`config.mk`:
```
export PLATFORM = sky130hd
export DESIGN_NAME = dmem_arbiter
export DESIGN_NICKNAME = d
export VERILOG_FILES = /design/src/rtl/dmem_arbiter_pkg.sv /design/src/rtl/starve_counter.sv /design/src/rtl/dmem_arbiter.sv
export SDC_FILE = /design/constraint.sdc
export NUM_CORES = 1
export LEC_CHECK = 0
export ABC_AREA = 1
export ABC_CLOCK_PERIOD_IN_PS = 1870
export BUFFER_PORTS_ARGS = -buffer_cell sky130_fd_sc_hd__buf_2
export CAP_MARGIN = 30
export CORE_AREA = 2 2 112 114
export DETAILED_ROUTE_END_ITERATION = 7
export DIE_AREA = 0 0 114 116
export GPL_TIMING_DRIVEN = 0
export PLACE_DENSITY = 0.72
export SLEW_MARGIN = 20
export SYNTH_ARGS = -nofsm -noshare
export SYNTH_HDL_FRONTEND = slang
export SYNTH_SLANG_ARGS = --single-unit
```
`constraint.sdc`:
```
create_clock -name clk -period 1.87 [get_ports clk]
set_input_delay 0.374 -clock clk [delete_from_list [all_inputs] [get_ports clk]]
set_output_delay 0.374 -clock clk [all_outputs]
set_load 0.01 [all_outputs]
```
`src/rtl/dmem_arbiter_pkg.sv`:
```
// Shared types and constants for the data-memory arbiter.
package dmem_arbiter_pkg;

    localparam int ADDR_W             = 7;
    localparam int DATA_W             = 32;
    localparam int STARVE_MAX_DEFAULT = 4;

    // IDLE handles single accesses and beat 0 of doubles; DBL2 issues beat 1
    typedef enum logic {
        IDLE = 1'b0,
        DBL2 = 1'b1
    } state_t;

endpackage

```
`src/rtl/starve_counter.sv`:
```
// Saturating up-counter with synchronous clear; tracks how long DMA has been waiting.
module starve_counter #(
    parameter int MAX = 4,
    parameter int W   = (MAX < 1) ? 1 : $clog2(MAX + 1)
) (
    input  logic clk,
    input  logic rst_n,
    input  logic clr,
    input  logic inc,
    output logic at_max
);

    logic [W-1:0] count;

    // Count up on request, hold at MAX, clear takes priority over increment
    always_ff @(posedge clk) begin
        if (!rst_n) begin
            count <= '0;
        end else if (clr) begin
            count <= '0;
        end else if (inc && (count != W'(MAX))) begin
            count <= count + W'(1);
        end
    end

    assign at_max = (count == W'(MAX));

endmodule

```
`src/rtl/dmem_arbiter.sv`:
```
// Data-memory arbiter between the core (single or double-word accesses)
// and a secondary DMA/debug port, with a starvation guard for DMA.
module dmem_arbiter
    import dmem_arbiter_pkg::*;
#(
    parameter int STARVE_MAX = STARVE_MAX_DEFAULT
) (
    input  logic              clk,
    input  logic              rst_n,
    input  logic              core_req,
    input  logic              core_we,
    input  logic              core_dbl,
    input  logic [ADDR_W-1:0] core_addr,
    input  logic [DATA_W-1:0] core_wdata0,
    input  logic [DATA_W-1:0] core_wdata1,
    output logic              core_stall,
    output logic [DATA_W-1:0] core_rdata0,
    output logic [DATA_W-1:0] core_rdata1,
    input  logic              dma_req,
    input  logic              dma_we,
    input  logic [ADDR_W-1:0] dma_addr,
    input  logic [DATA_W-1:0] dma_wdata,
    output logic              dma_gnt,
    output logic [DATA_W-1:0] dma_rdata,
    output logic              CEN,
    output logic              WEN,
    output logic              OEN,
    output logic [ADDR_W-1:0] A,
    output logic [DATA_W-1:0] Data2Mem,
    input  logic [DATA_W-1:0] ReadDataMem
);

    state_t              state;
    state_t              state_next;
    logic [DATA_W-1:0]   rd0_q;
    logic                latch_rd0;
    logic                mem_act;
    logic                mem_we;
    logic [ADDR_W-1:0]   mem_addr;
    logic [DATA_W-1:0]   mem_wdata;
    logic                starve_inc;
    logic                starve_clr;
    logic                starve_full;
    logic                dma_win;

    starve_counter #(
        .MAX (STARVE_MAX)
    ) u_starve (
        .clk    (clk),
        .rst_n  (rst_n),
        .clr    (starve_clr),
        .inc    (starve_inc),
        .at_max (starve_full)
    );

    // DMA wins in IDLE when the core is quiet or has starved DMA long enough
    assign dma_win = dma_req && (!core_req || starve_full);

    // Decide the memory access and requester handshakes for this cycle
    always_comb begin
        state_next  = IDLE;
        latch_rd0   = 1'b0;
        mem_act     = 1'b0;
        mem_we      = 1'b0;
        mem_addr    = '0;
        mem_wdata   = '0;
        dma_gnt     = 1'b0;
        dma_rdata   = '0;
        core_stall  = 1'b0;
        core_rdata0 = '0;
        core_rdata1 = '0;
        starve_inc  = 1'b0;
        starve_clr  = !dma_req;
        if (rst_n) begin
            case (state)
                IDLE: begin
                    if (dma_win) begin
                        dma_gnt    = 1'b1;
                        dma_rdata  = ReadDataMem;
                        core_stall = core_req;
                        mem_act    = 1'b1;
                        mem_we     = dma_we;
                        mem_addr   = dma_addr;
                        mem_wdata  = dma_wdata;
                        starve_clr = 1'b1;
                    end else if (core_req) begin
                        mem_act    = 1'b1;
                        mem_we     = core_we;
                        mem_addr   = core_addr;
                        mem_wdata  = core_wdata0;
                        starve_inc = dma_req;
                        if (core_dbl) begin
                            core_stall = 1'b1;
                            latch_rd0  = 1'b1;
                            state_next = DBL2;
                        end else if (!core_we) begin
                            core_rdata0 = ReadDataMem;
                        end
                    end
                end
                DBL2: begin
                    core_rdata0 = rd0_q;
                    core_rdata1 = ReadDataMem;
                    if (core_req) begin
                        mem_act   = 1'b1;
                        mem_we    = core_we;
                        mem_addr  = core_addr + ADDR_W'(1);
                        mem_wdata = core_wdata1;
                    end
                end
                default: state_next = IDLE;
            endcase
        end
    end

    // Active-low memory strobes; address and data are zero when idle
    assign CEN      = !mem_act;
    assign WEN      = !(mem_act && mem_we);
    assign OEN      = !(mem_act && !mem_we);
    assign A        = mem_addr;
    assign Data2Mem = mem_wdata;

    // FSM state and the beat-0 read data held for the second beat
    always_ff @(posedge clk) begin
        if (!rst_n) begin
            state <= IDLE;
            rd0_q <= '0;
        end else begin
            state <= state_next;
            if (latch_rd0) begin
                rd0_q <= ReadDataMem;
            end
        end
    end

endmodule

```
==> results_dict.tcl <==
set metrics [dict create \
    routed_wl_um 16900 \
    cts_tree "yes" \
    cp.arrival_ps 1720 \
    gr-total-overflow 0 \
    vias_per_cell 4.73 \
    switching_share 0.351 \
    ioPinCount 289 \
    critPathTopFamily "simple AND/OR/NAND/NOR gates" \
    fin_skew_ps 5.93 \
    core_area_um2 11900 \
    r2r_slack_ps 250 \
    drtIter0Drc 424 \
    root_buffer "clkbuf_16" \
    critPathKind "reg -> out" \
    violations "negative setup slack" \
    finalHoldViolations 0 \
    totalPowerFinal_w 0.00273 \
    syn_inst 782 \
    slowest_stage "dfxtp_2" \
    slew_headroom 0.640 \
    grt_pass1_wl_um 26100 \
    diodes 0 \
    postPlaceCellArea_um2 5490 \
    hpwl_um 12500 \
    finalCritPeriodShare 1.12 \
    seqPwrFrac 0.300 \
    comb_power_share 0.385 \
    p_int_w 0.00177 \
    antenna_found_initial 0 \
    netlist_area_um2 3870 \
    outcome "complete, but fails checks" \
    clk_latency_ps 280 \
    critPathMaxStageDelay_ps 330 \
    power_density_nw_per_um2 433 \
    gp_congestion 0.911 \
    holdWs_ps 469 \
    syn_nets 934 \
    path_common_cell "nand2_8" \
    die_h_um 116 \
    use_met3 0.0413 \
    h-tree-depth 2 \
    die-area_um2 13200 \
    grt_pass1_vias 5304 \
    min_path_type "reg -> reg" \
    cp.required_ps 1500 \
    final_area_um2 6300 \
    crit_fanout 7 \
    yosysSeqAreaShare 0.186 \
    maxSlewViolCount 0 \
    use_met2 0.430 \
    ys_seq_elements 36 \
    grt_max_degree 12 \
    peakVddDrop_uv 280 \
    worstSetupStartpointType "flip-flop" \
    postCtsHoldBufs 0 \
    die_w_um 114 \
    route.detailed.drc 0 \
    power.switching_w 0.000956 \
    maxCapViolations 0 \
    rows 40 \
    yosys_warnings 0 \
    max_freq_mhz 478 \
    rsz0062_at_grt "yes" \
    drive_above_1_share 0.388 \
    setup_slack_ps -222 \
    fin_crit_ps 2090 \
    grt.total_usage 0.243 \
    firstDrtPassIters 6 \
    wire_per_inst_um 13.6 \
    start_util 0.325 \
    setup_viol 106 \
    busiest_layer "met2" \
    drtAntennaViolNets 0 \
    crit_chain "inv_2, ha_4, nand2_4, nand2_8, nand2_8, nand3_4, buf_6, o21ai_2, buf_2" \
    routed-via-count 5879 \
    met1_usage 0.310 \
    syn2layout_area_growth_pct 62.8 \
    crit_buf_inv 3 \
    clkSinkCount 36 \
    avgSynthCellArea_um2 4.95 \
    io_buffer_count 286 \
    p_clk_frac 0.314 \
    cts_inserted_buffers 5 \
    path_clk_slew_ps 60 \
    end_kind "primary output" \
    worst_slew_pin_slew_ps 541 \
    cts_buffer_depth 2 \
    nNetsFinal 1248 \
    synth.distinct_cells 24 \
    p_leak_nw 4.12 \
]
## registers in the layout (all words and copies together), names as in the netlist
signal / flops
state: 1
rd0_q: 32
u_starve.count: 3
## synth_stat cells
library cell / count / share of area
dfxtp_1: 36 / 0.19
nand4_1: 3 / 0.0048
nor2_4: 1 / 0.0029
buf_4: 5 / 0.0097
inv_2: 4 / 0.0039
o21ai_1: 7 / 0.0090
o22ai_1: 1 / 0.0016
o21ai_0: 27 / 0.035
buf_1: 6 / 0.0058
buf_6: 2 / 0.0058
buf_2: 26 / 0.034
nor2_2: 1 / 0.0016
xor2_1: 1 / 0.0023
nor2_1: 143 / 0.14
a21oi_1: 6 / 0.0078
ha_1: 3 / 0.0097
nand3_1: 115 / 0.15
nand3b_1: 5 / 0.0097
nand2_1: 264 / 0.26
clkbuf_1: 14 / 0.014
nor3_1: 2 / 0.0026
inv_1: 107 / 0.10
nand2_4: 2 / 0.0058
nand2_2: 1 / 0.0016
## routing by layer
| metal | part of all wire | up-vias |
|---|---|---|
| li1 | - | 3008 |
| met1 | 0.42 | 2587 |
| met2 | 0.49 | 255 |
| met3 | 0.080 | 29 |
| met4 | 0.017 | 0 |
| met5 | 0 | - |
## power groups by stage
stage	logic, W	registers [W]	clock network (W)
final	0.00105	0.000819	0.000857
after detailed placement	0.000911	0.000835	0
after global placement	0.000905	0.000834	0
after floorplan	0.000522	0.000831	0
after CTS	0.00102	0.000819	0.000868
after global routing	0.00117	0.000823	0.000903
## placed cells by master (no fill, tap or decap), types with 9 or more instances in the layout
master    synthesis  routed
buf_2            26     294
nand3_2           0       9
o21ai_2           0      30
buf_6             2      22
inv_1           107     105
nand2_1         264     250
dfxtp_1          36      34
buf_4             5      22
clkbuf_1         14      10
nand3_1         115     105
nor2_1          143     140
nand2_2           1      10
## worst reg2reg max path: cells and delay by family (launching register included)
family	cells	cell delay [ps]
AND/OR/NAND/NOR	6	500
adder cells (fa/ha/maj)	1	140
buffers and inverters	5	570
flip-flops	1	320
## cells by family after synthesis
group	Yosys count	synth area share
and+or+nand+nor	537	0.572
buffers and inverters	164	0.176
AOI/OAI and AO/OA	41	0.0533
DFF	36	0.186
adders and majority gates	3	0.00970
xor gates and xnor gates	1	0.00226
## path summary, 6_finish.rpt
kind / from / end / cells past startpoint
max: u_starve.count[0]$_SDFFE_PP0P_ / core_rdata0[21] / 9
min: rd0_q[29]$_SDFFE_PN0P_ / rd0_q[29]$_SDFFE_PN0P_ / 2
max reg2reg: u_starve.count[0]$_SDFFE_PP0P_ / rd0_q[15]$_SDFFE_PN0P_ / 12
min reg2reg: rd0_q[29]$_SDFFE_PN0P_ / rd0_q[29]$_SDFFE_PN0P_ / 2
## what timing repair did
action                     4_1_cts  5_1_grt
cloned                           7        1
pin swaps                       12        8
setup endpoints to repair      136      137
buffers inserted                10        4
resized for setup              116       54
## per-stage QoR
stage	instances	worst slack [ps]	util	setup TNS (ps)
after CTS	1240	-233	0.515	-19770
after detailed placement	1215	-267	0.461	-20280
after global placement	1215	-257	0.461	-19090
after floorplan	782	56.9	-	0
final	1244	-222	0.529	-18920
after global routing	1244	-301	0.529	-27890
## cell type report
type | instances | area, um2
Buffer | 53 | 365
Clock buffer | 7 | 143
Clock inverter | 1 | 7.51
Fill cell | 1304 | 5610
Inverter | 111 | 422
Multi-Input combinational cell | 583 | 2780
Sequential cell | 36 | 723
Tap cell | 147 | 184
Timing Repair Buffer | 306 | 1680
No activity file was read; power rests on OpenSTA's default activity.
